===== config.mk =====
export PLATFORM = sky130hd
export DESIGN_NAME = ed25519_io_ctrl
export DESIGN_NICKNAME = d
export VERILOG_FILES = /design/src/rtl/ed25519_io_ctrl.sv
export SDC_FILE = /design/constraint.sdc
export NUM_CORES = 2
export LEC_CHECK = 0
export BUFFER_PORTS_ARGS = -buffer_cell sky130_fd_sc_hd__buf_2
export CORE_AREA = 3 3 546 548
export DETAILED_ROUTE_END_ITERATION = 7
export DIE_AREA = 0 0 549 551
export PLACE_DENSITY = 0.42
export SLEW_MARGIN = 15
export SYNTH_ARGS = -nofsm -noshare
export SYNTH_HDL_FRONTEND = slang
export SYNTH_SLANG_ARGS = --single-unit

===== constraint.sdc =====
create_clock -name i_clk -period 2.27 [get_ports i_clk]
set_clock_uncertainty 0.05 [all_clocks]
set_input_delay 0.227 -clock i_clk [delete_from_list [all_inputs] [get_ports i_clk]]
set_output_delay 0.227 -clock i_clk [all_outputs]
set_load 0.01 [all_outputs]

===== src/rtl/ed25519_io_ctrl.sv =====
// Stream sequencer for the ed25519 scalar-multiplication core: collects 12 input
// words into scalar/Px/Py, starts the core, then streams Qx/Qy back as 8 words.
module ed25519_io_ctrl #(
  parameter int DATA_W      = 64,
  parameter int PATN_W      = 256,
  parameter int TIMEOUT_CYC = 0
) (
  input  logic              i_clk,
  input  logic              i_rst_n,
  input  logic              i_in_valid,
  output logic              o_in_ready,
  input  logic [DATA_W-1:0] i_in_data,
  output logic              o_out_valid,
  input  logic              i_out_ready,
  output logic [DATA_W-1:0] o_out_data,
  output logic [PATN_W-1:0] o_scalar,
  output logic [PATN_W-1:0] o_px,
  output logic [PATN_W-1:0] o_py,
  output logic              o_start,
  input  logic              i_done,
  input  logic [PATN_W-1:0] i_qx,
  input  logic [PATN_W-1:0] i_qy,
  output logic              o_busy,
  output logic              o_err
);
  localparam int WPE       = PATN_W / DATA_W;
  localparam int IN_WORDS  = 3 * WPE;
  localparam int OUT_WORDS = 2 * WPE;

  typedef enum logic [2:0] {S_LOAD, S_START, S_WAIT, S_SEND, S_ERR} state_t;

  state_t              r_state;
  logic [3:0]          r_cnt;
  logic [31:0]         r_wdog;
  logic [PATN_W-1:0]   r_scalar, r_px, r_py;
  logic [2*PATN_W-1:0] r_shift;
  logic                r_in_ready, r_out_valid, r_start, r_busy, r_err;
  logic [3:0]          w_elem, w_slot;

  // Word counter splits into (which element, which 64-bit slot within it).
  assign w_elem = r_cnt / 4'(WPE);
  assign w_slot = r_cnt % 4'(WPE);

  always_ff @(posedge i_clk) begin
    if (!i_rst_n) begin
      r_state     <= S_LOAD;
      r_cnt       <= '0;
      r_wdog      <= '0;
      r_scalar    <= '0;
      r_px        <= '0;
      r_py        <= '0;
      r_shift     <= '0;
      r_in_ready  <= 1'b1;
      r_out_valid <= 1'b0;
      r_start     <= 1'b0;
      r_busy      <= 1'b0;
      r_err       <= 1'b0;
    end else begin
      r_start <= 1'b0;
      case (r_state)
        S_LOAD: begin
          if (i_in_valid && r_in_ready) begin
            for (int k = 0; k < WPE; k++) begin
              if (w_slot == 4'(k)) begin
                case (w_elem)
                  4'd0:    r_scalar[(WPE-1-k)*DATA_W +: DATA_W] <= i_in_data;
                  4'd1:    r_px[(WPE-1-k)*DATA_W +: DATA_W]     <= i_in_data;
                  default: r_py[(WPE-1-k)*DATA_W +: DATA_W]     <= i_in_data;
                endcase
              end
            end
            if (r_cnt == 4'(IN_WORDS-1)) begin
              r_cnt      <= '0;
              r_state    <= S_START;
              r_in_ready <= 1'b0;
              r_busy     <= 1'b1;
              r_start    <= 1'b1;
            end else begin
              r_cnt <= r_cnt + 4'd1;
            end
          end
        end
        S_START: r_state <= S_WAIT;
        S_WAIT: begin
          if (i_done) begin
            r_shift     <= {i_qx, i_qy};
            r_out_valid <= 1'b1;
            r_wdog      <= '0;
            r_state     <= S_SEND;
          end else if (TIMEOUT_CYC > 0 && r_wdog == 32'(TIMEOUT_CYC-1)) begin
            r_err   <= 1'b1;
            r_wdog  <= '0;
            r_state <= S_ERR;
          end else begin
            r_wdog <= r_wdog + 32'd1;
          end
        end
        S_SEND: begin
          if (r_out_valid && i_out_ready) begin
            r_shift <= r_shift << DATA_W;
            if (r_cnt == 4'(OUT_WORDS-1)) begin
              r_cnt       <= '0;
              r_out_valid <= 1'b0;
              r_in_ready  <= 1'b1;
              r_busy      <= 1'b0;
              r_state     <= S_LOAD;
            end else begin
              r_cnt <= r_cnt + 4'd1;
            end
          end
        end
        S_ERR: r_state <= S_ERR;
        default: r_state <= S_LOAD;
      endcase
    end
  end

  assign o_in_ready  = r_in_ready;
  assign o_out_valid = r_out_valid;
  assign o_out_data  = r_shift[2*PATN_W-1 -: DATA_W];
  assign o_scalar    = r_scalar;
  assign o_px        = r_px;
  assign o_py        = r_py;
  assign o_start     = r_start;
  assign o_busy      = r_busy;
  assign o_err       = r_err;
endmodule


======== Yosys cells after proc, flatten, opt, wreduce, memory -nomap -nowiden ========
Cells that the tools add are included.
cells by class
  add/subtract/negate cells ............... 1
  equality and inequality tests ........... 15
  muxes and demuxes ....................... 27
  bitwise logic cells ..................... 1
  reduce and logical (&&, ||, !) cells .... 26
operator list
  operator             count
  $mux 512             2
  $pmux 512 s2         1
  $reduce_and 4->1     13
  $mux 4               4
  $mux 3               5
  $pmux 3 s5           1
  $mux 1               10
  $ne 2x2->1 const B   5
  $reduce_and 5->1     2
  $reduce_and 3->1     3
  $logic_not 4->1      2
  $pmux 4 s2           1
  $eq 3x2->1 const B   2
  $pmux 1 s2           3
  $add 4x1->4 const B  1
  $eq 2x1->1 const B   2
  $eq 2x2->1 const B   2
  $eq 4x3->1 const B   1
  $eq 4x4->1 const B   1
  $reduce_bool 2->1    2
  $eq 3x1->1 const B   1
  $eq 3x3->1 const B   1
  $logic_not 3->1      1
  $logic_and 1x1->1    2
  other kinds (2)      2
word-level totals
  flip-flop bits (word level) ............. 1291
  input port bits ......................... 581
  output and inout port bits .............. 837
  logic and storage cells ................. 89

======== Logic depth before layout (Yosys ltp) ========
  depth in word-level cells ............... 4
  mapped depth ............................ 8
  depth with buffers taken out ............ 6

======== Worst setup path after synthesis ========
Ideal clock, no wire load.
  path type ............................... register to register
  start ................................... register r_cnt[3]
  end ..................................... register r_scalar[29], in the netlist o_scalar[29]
  setup time .............................. 0.118 ns
  arrival time ............................ 1.845 ns
  required time ........................... 2.102 ns
  path slack .............................. 0.257 ns
  cell stages (with the launch flop) ...... 9
  path buffers ............................ 4
  period minus slack after synthesis ...... 2.013 ns
  path through ............................ dfxtp_1 buf_6 or4_4 buf_6 or3_1 buf_6 buf_6 nand2_1 a21boi_2
on the way
  longest elaborated chain between the ends .. 2
ends and longest elaborated chain
  item                               RTL line  text
  start, declared                    33        logic [3:0] r_cnt;
  start signal, assigned             79        r_cnt <= r_cnt + 4'd1;
  start signal, assigned             108       r_cnt <= r_cnt + 4'd1;
  $logic_not 4->1                    65        case (w_elem)
  $reduce_and 4->1 (no source line)  n/a
  end signal, assigned by index      66        4'd0: r_scalar[(WPE-1-k)*DATA_W +: DATA_W] <= i_in_data;
  end, declared                      35        logic [PATN_W-1:0] r_scalar, r_px, r_py;
No other way between the ends.
A chain may end at the register's enable or synchronous reset.

======== Final worst setup path ========
  start ................................... register r_state[1]
  end ..................................... register r_px[176], in the netlist o_px[176]
on the way
  longest elaborated chain between the ends .. 2
ends and longest elaborated chain
  item                               RTL line  text
  start, declared                    32        state_t r_state;
  start signal, assigned             46        r_state <= S_LOAD;
  start signal, assigned             74        r_state <= S_START;
  start signal, assigned             83        S_START: r_state <= S_WAIT;
  $logic_not 3->1                    60        case (r_state)
  $reduce_and 4->1 (no source line)  n/a
  end signal, assigned by index      67        4'd1: r_px[(WPE-1-k)*DATA_W +: DATA_W] <= i_in_data;
  end, declared                      35
No other way between the ends.

==> summary.md <==
| Metric | Value |
|---|---|
| Detailed Route Iter0 Violations | 4159 |
| Final min period | between 2 and 2.5 ns |
| Core Area | 0.294 sq mm |
| Predominant post-synthesis flop cell | dfxtp_1 |
| Layout Cells excl Fill | 12200 |
| CP Buf/Inv Count | 3 |
| Worst Tran Pin Value | roughly 0.97 ns |
| Die width | approximately 550 microns |
| Data required, critical path | ~2.9 ns |
| Initial Util | between 10% and 20% |
| Critical-path maximum fanout | 64 |
| Synth-to-Final Area Change | 43.7% |
| GR Overflow Total | 0 |
| RSZ-0062 raised after global routing | false |
| Most frequent cells in the layout | nand2_1, buf_2, dfxtp_1 |
| Worst skew pair latency | 0.83 ns |
| Async SR Flop Fraction | 0% |
| H-tree depth | 4 |
| CP cell instances | buf_4 -> or2_2 -> buf_4 -> or3_4 -> buf_12 -> nand2_1 -> a21boi_0 |
| Placer's final routability congestion estimate | between 0.8 and 0.9 |
| Fill cells | 31600 |
| Static leakage | 36.2 nW |
| Pre-Repair DR Iteration Count | 6 |
| Detailed Place HPWL | 209 mm |
| Via density | 4.31 |
| DIE AREA | 0.302 sq mm |
| Row cnt | roughly 200 |
| Slew Viols, Final | 0 |
| Yosys warnings | 0 |
| Max_cap viols | 0 |
| IO Count | 1418 |
| Post-Route WL | 286 mm |
| Commonest non-fill, non-tap cell in the layout | nand2_1 |
| Synth unique cells | 49 |
| Final hold violation count | 0 |
| CTS tree | built |
| Hold WC Path Type | primary input to flop |
| Reg clk slew, reported paths | roughly 0.060 ns |
| Data arrival, critical path | 2.83 ns |
| # setup viols final | 0 |
| Port bufs | 1416 |
| Max-slew headroom | about a third |
| Cell family with most CP delay | simple AND/OR/NAND/NOR gates |
| Peak supply drop | between 0.5 and 0.6 mV |
| Fin Setup TNS | 0 ns |
| Vias in the first global route | 51500 |
| Clk Tree Root Cell | clkbuf_16 |
| Status | finished clean |
| P per Cell Area | 690 mW/mm^2 |
| Die Y | 551 microns |
| Number of synthesized flops with an enable pin | 0 |
| Fin nets | 8719 |
| Total track usage | 17.7% |
| Setup Slack @ Placement | -0.0216 ns |
| CP endpoint kind | flop |
| DR DRC count | 0 |
| Utilization after layout | 26.3% |
| Largest net degree at the start of global routing | 127 |
| Max Root-Sink Buffers | 4 |
| Routed vias | roughly 53000 |
| Number of synthesized register bits | 1291 |
| CTS buffer count | 162 |
| Syn_area_per_cell | around 8.5 sq um |
| Crit-path max cell delay | 0.40 ns |
| Final period utilization | 97.8% |
| First-pass GRT wire length | 388 mm |
| Startpoint type of the worst setup path | flop |
| Wire per inst | roughly 23 microns |
| CP most frequent cell | buf_4 |
| Layout cells sized above 1 | 27.2% |
| Placed cells | 11300 |
| Clock sinks | 1291 |
| CP max-delay cell | or2_2 |
| Seq/Total Area, Yosys | 48.1% |
| Post-synthesis cell area | between 0.05 and 0.06 sq mm |
| Final ANT Viol Nets | 0 |
| Final critical-path setup slack | ~0.05 ns |
| Syn Nets | roughly 7000 |
| Mapped Cells | 6337 |
| WS Path Type | flop to flop |
| Power Total | 0.0532 W |
| Antenna violations before repair | 24 |
| Fmax | 450 MHz |
-- layout make-up --
class,instances,area (sq um),area share (%)
multi-input cells,4385,24600,31.9
repair buffers,2290,16400,21.3
inverters,3,11.3,0.0146
flip-flops and latches,1291,25800,33.5
diodes,10,25.0,0.0324
well taps,3919,4900,6.36
clock buffers,236,4730,6.14
clock inverters,49,561,0.727
-- per-stage QoR --
stage	hold WS, ns	cell area, sq um
after floorplan	0.322	53700
after global placement	0.388	65600
after detailed placement	0.392	65600
after CTS	0.0818	76800
after global routing	0.126	77100
final	0.183	77100
-- Yosys cell counts (2+ instances only) --
master | instances | share of area [%]
nand2_1 | 2497 | 17
dfxtp_1 | 1291 | 48
a21boi_0 | 501 | 7.0
nand3_1 | 455 | 4.2
o211a_1 | 448 | 8.4
clkbuf_1 | 343 | 2.4
a21boi_2 | 240 | 5.0
buf_2 | 178 | 1.7
a21boi_1 | 92 | 1.3
nand3b_1 | 66 | 0.92
buf_4 | 65 | 0.91
buf_6 | 54 | 1.1
buf_1 | 18 | 0.13
nor3_4 | 8 | 0.24
or3_1 | 7 | 0.082
nand2_2 | 6 | 0.070
a21oi_1 | 5 | 0.047
ha_1 | 5 | 0.12
nor2_1 | 5 | 0.035
and3_1 | 4 | 0.047
nand2b_1 | 4 | 0.047
nor2_4 | 4 | 0.084
nor2b_1 | 4 | 0.047
o21a_1 | 4 | 0.056
inv_1 | 3 | 0.021
a31oi_1 | 2 | 0.023
and2_1 | 2 | 0.023
nor3_1 | 2 | 0.019
nor3b_1 | 2 | 0.028
o21ai_0 | 2 | 0.019
o311a_1 | 2 | 0.037
-- power by group --
part	total (W)	internal (W)	switching [W]	leakage [nW]
registers	0.0229	0.0228	0.0000984	10.4
logic	0.00404	0.00175	0.00229	23.2
clock network	0.0262	0.0154	0.0108	2.62
-- what timing repair did --
action                      CTS  global route
setup endpoints to repair    24           156
cloned                        0             6
resized for setup             2            23
pin swaps                     2             4
hold endpoints to repair   1279             0
setup buffers                 4            12
hold buffers                579             0
-- state kept, by name, summed over array words and instances (netlist names) --
register,cells
r_shift,512
o_px,256
o_py,256
o_scalar,256
r_cnt,4
r_state,3
o_busy,1
o_in_ready,1
o_out_valid,1
o_start,1
-- logic make-up after synthesis --
| kind of cell | synth area share (%) |
|---|---|
| multiplexers | 0.0186 |
| buffers and inverters | 6.25 |
| other | 0.00699 |
| AO/OA/AOI/OAI | 22.0 |
| AND/OR/NAND/NOR | 23.5 |
| XOR/XNOR | 0.0163 |
| adder cells (fa/ha/maj) | 0.117 |
| flip-flops | 48.1 |
-- worst min-delay path, stage by stage --
cell and delay (ns):
buf_2 0.07, nor2b_1 0.33, nor3b_1 0.16, o21a_1 0.19
-- final timing paths --
| path | from | to | slack (ns) | depth (start not counted) |
|---|---|---|---|---|
| worst min register to register | o_py[119] | o_py[119] | 0.40 | 2 |
| worst min-delay path | i_done | r_state[1] | 0.18 | 4 |
| worst max register to register | r_state[1] | o_px[176] | 0.05 | 7 |
| worst max-delay path | r_state[1] | o_px[176] | 0.05 | 7 |
-- metal layers --
metal  track usage (%)  vias to the layer above  wire length [microns]  share of wire [%]
met3              3.06                      419                  16700                5.9
met5                 0                        -                      0                  0
met1              20.7                    25500                 114000                 40
met2              32.4                     1986                 144000                 50
met4              6.39                        0                  11400                4.0
li1                  -                    24600                      -                  -
Power figures use the tool's default switching activity.
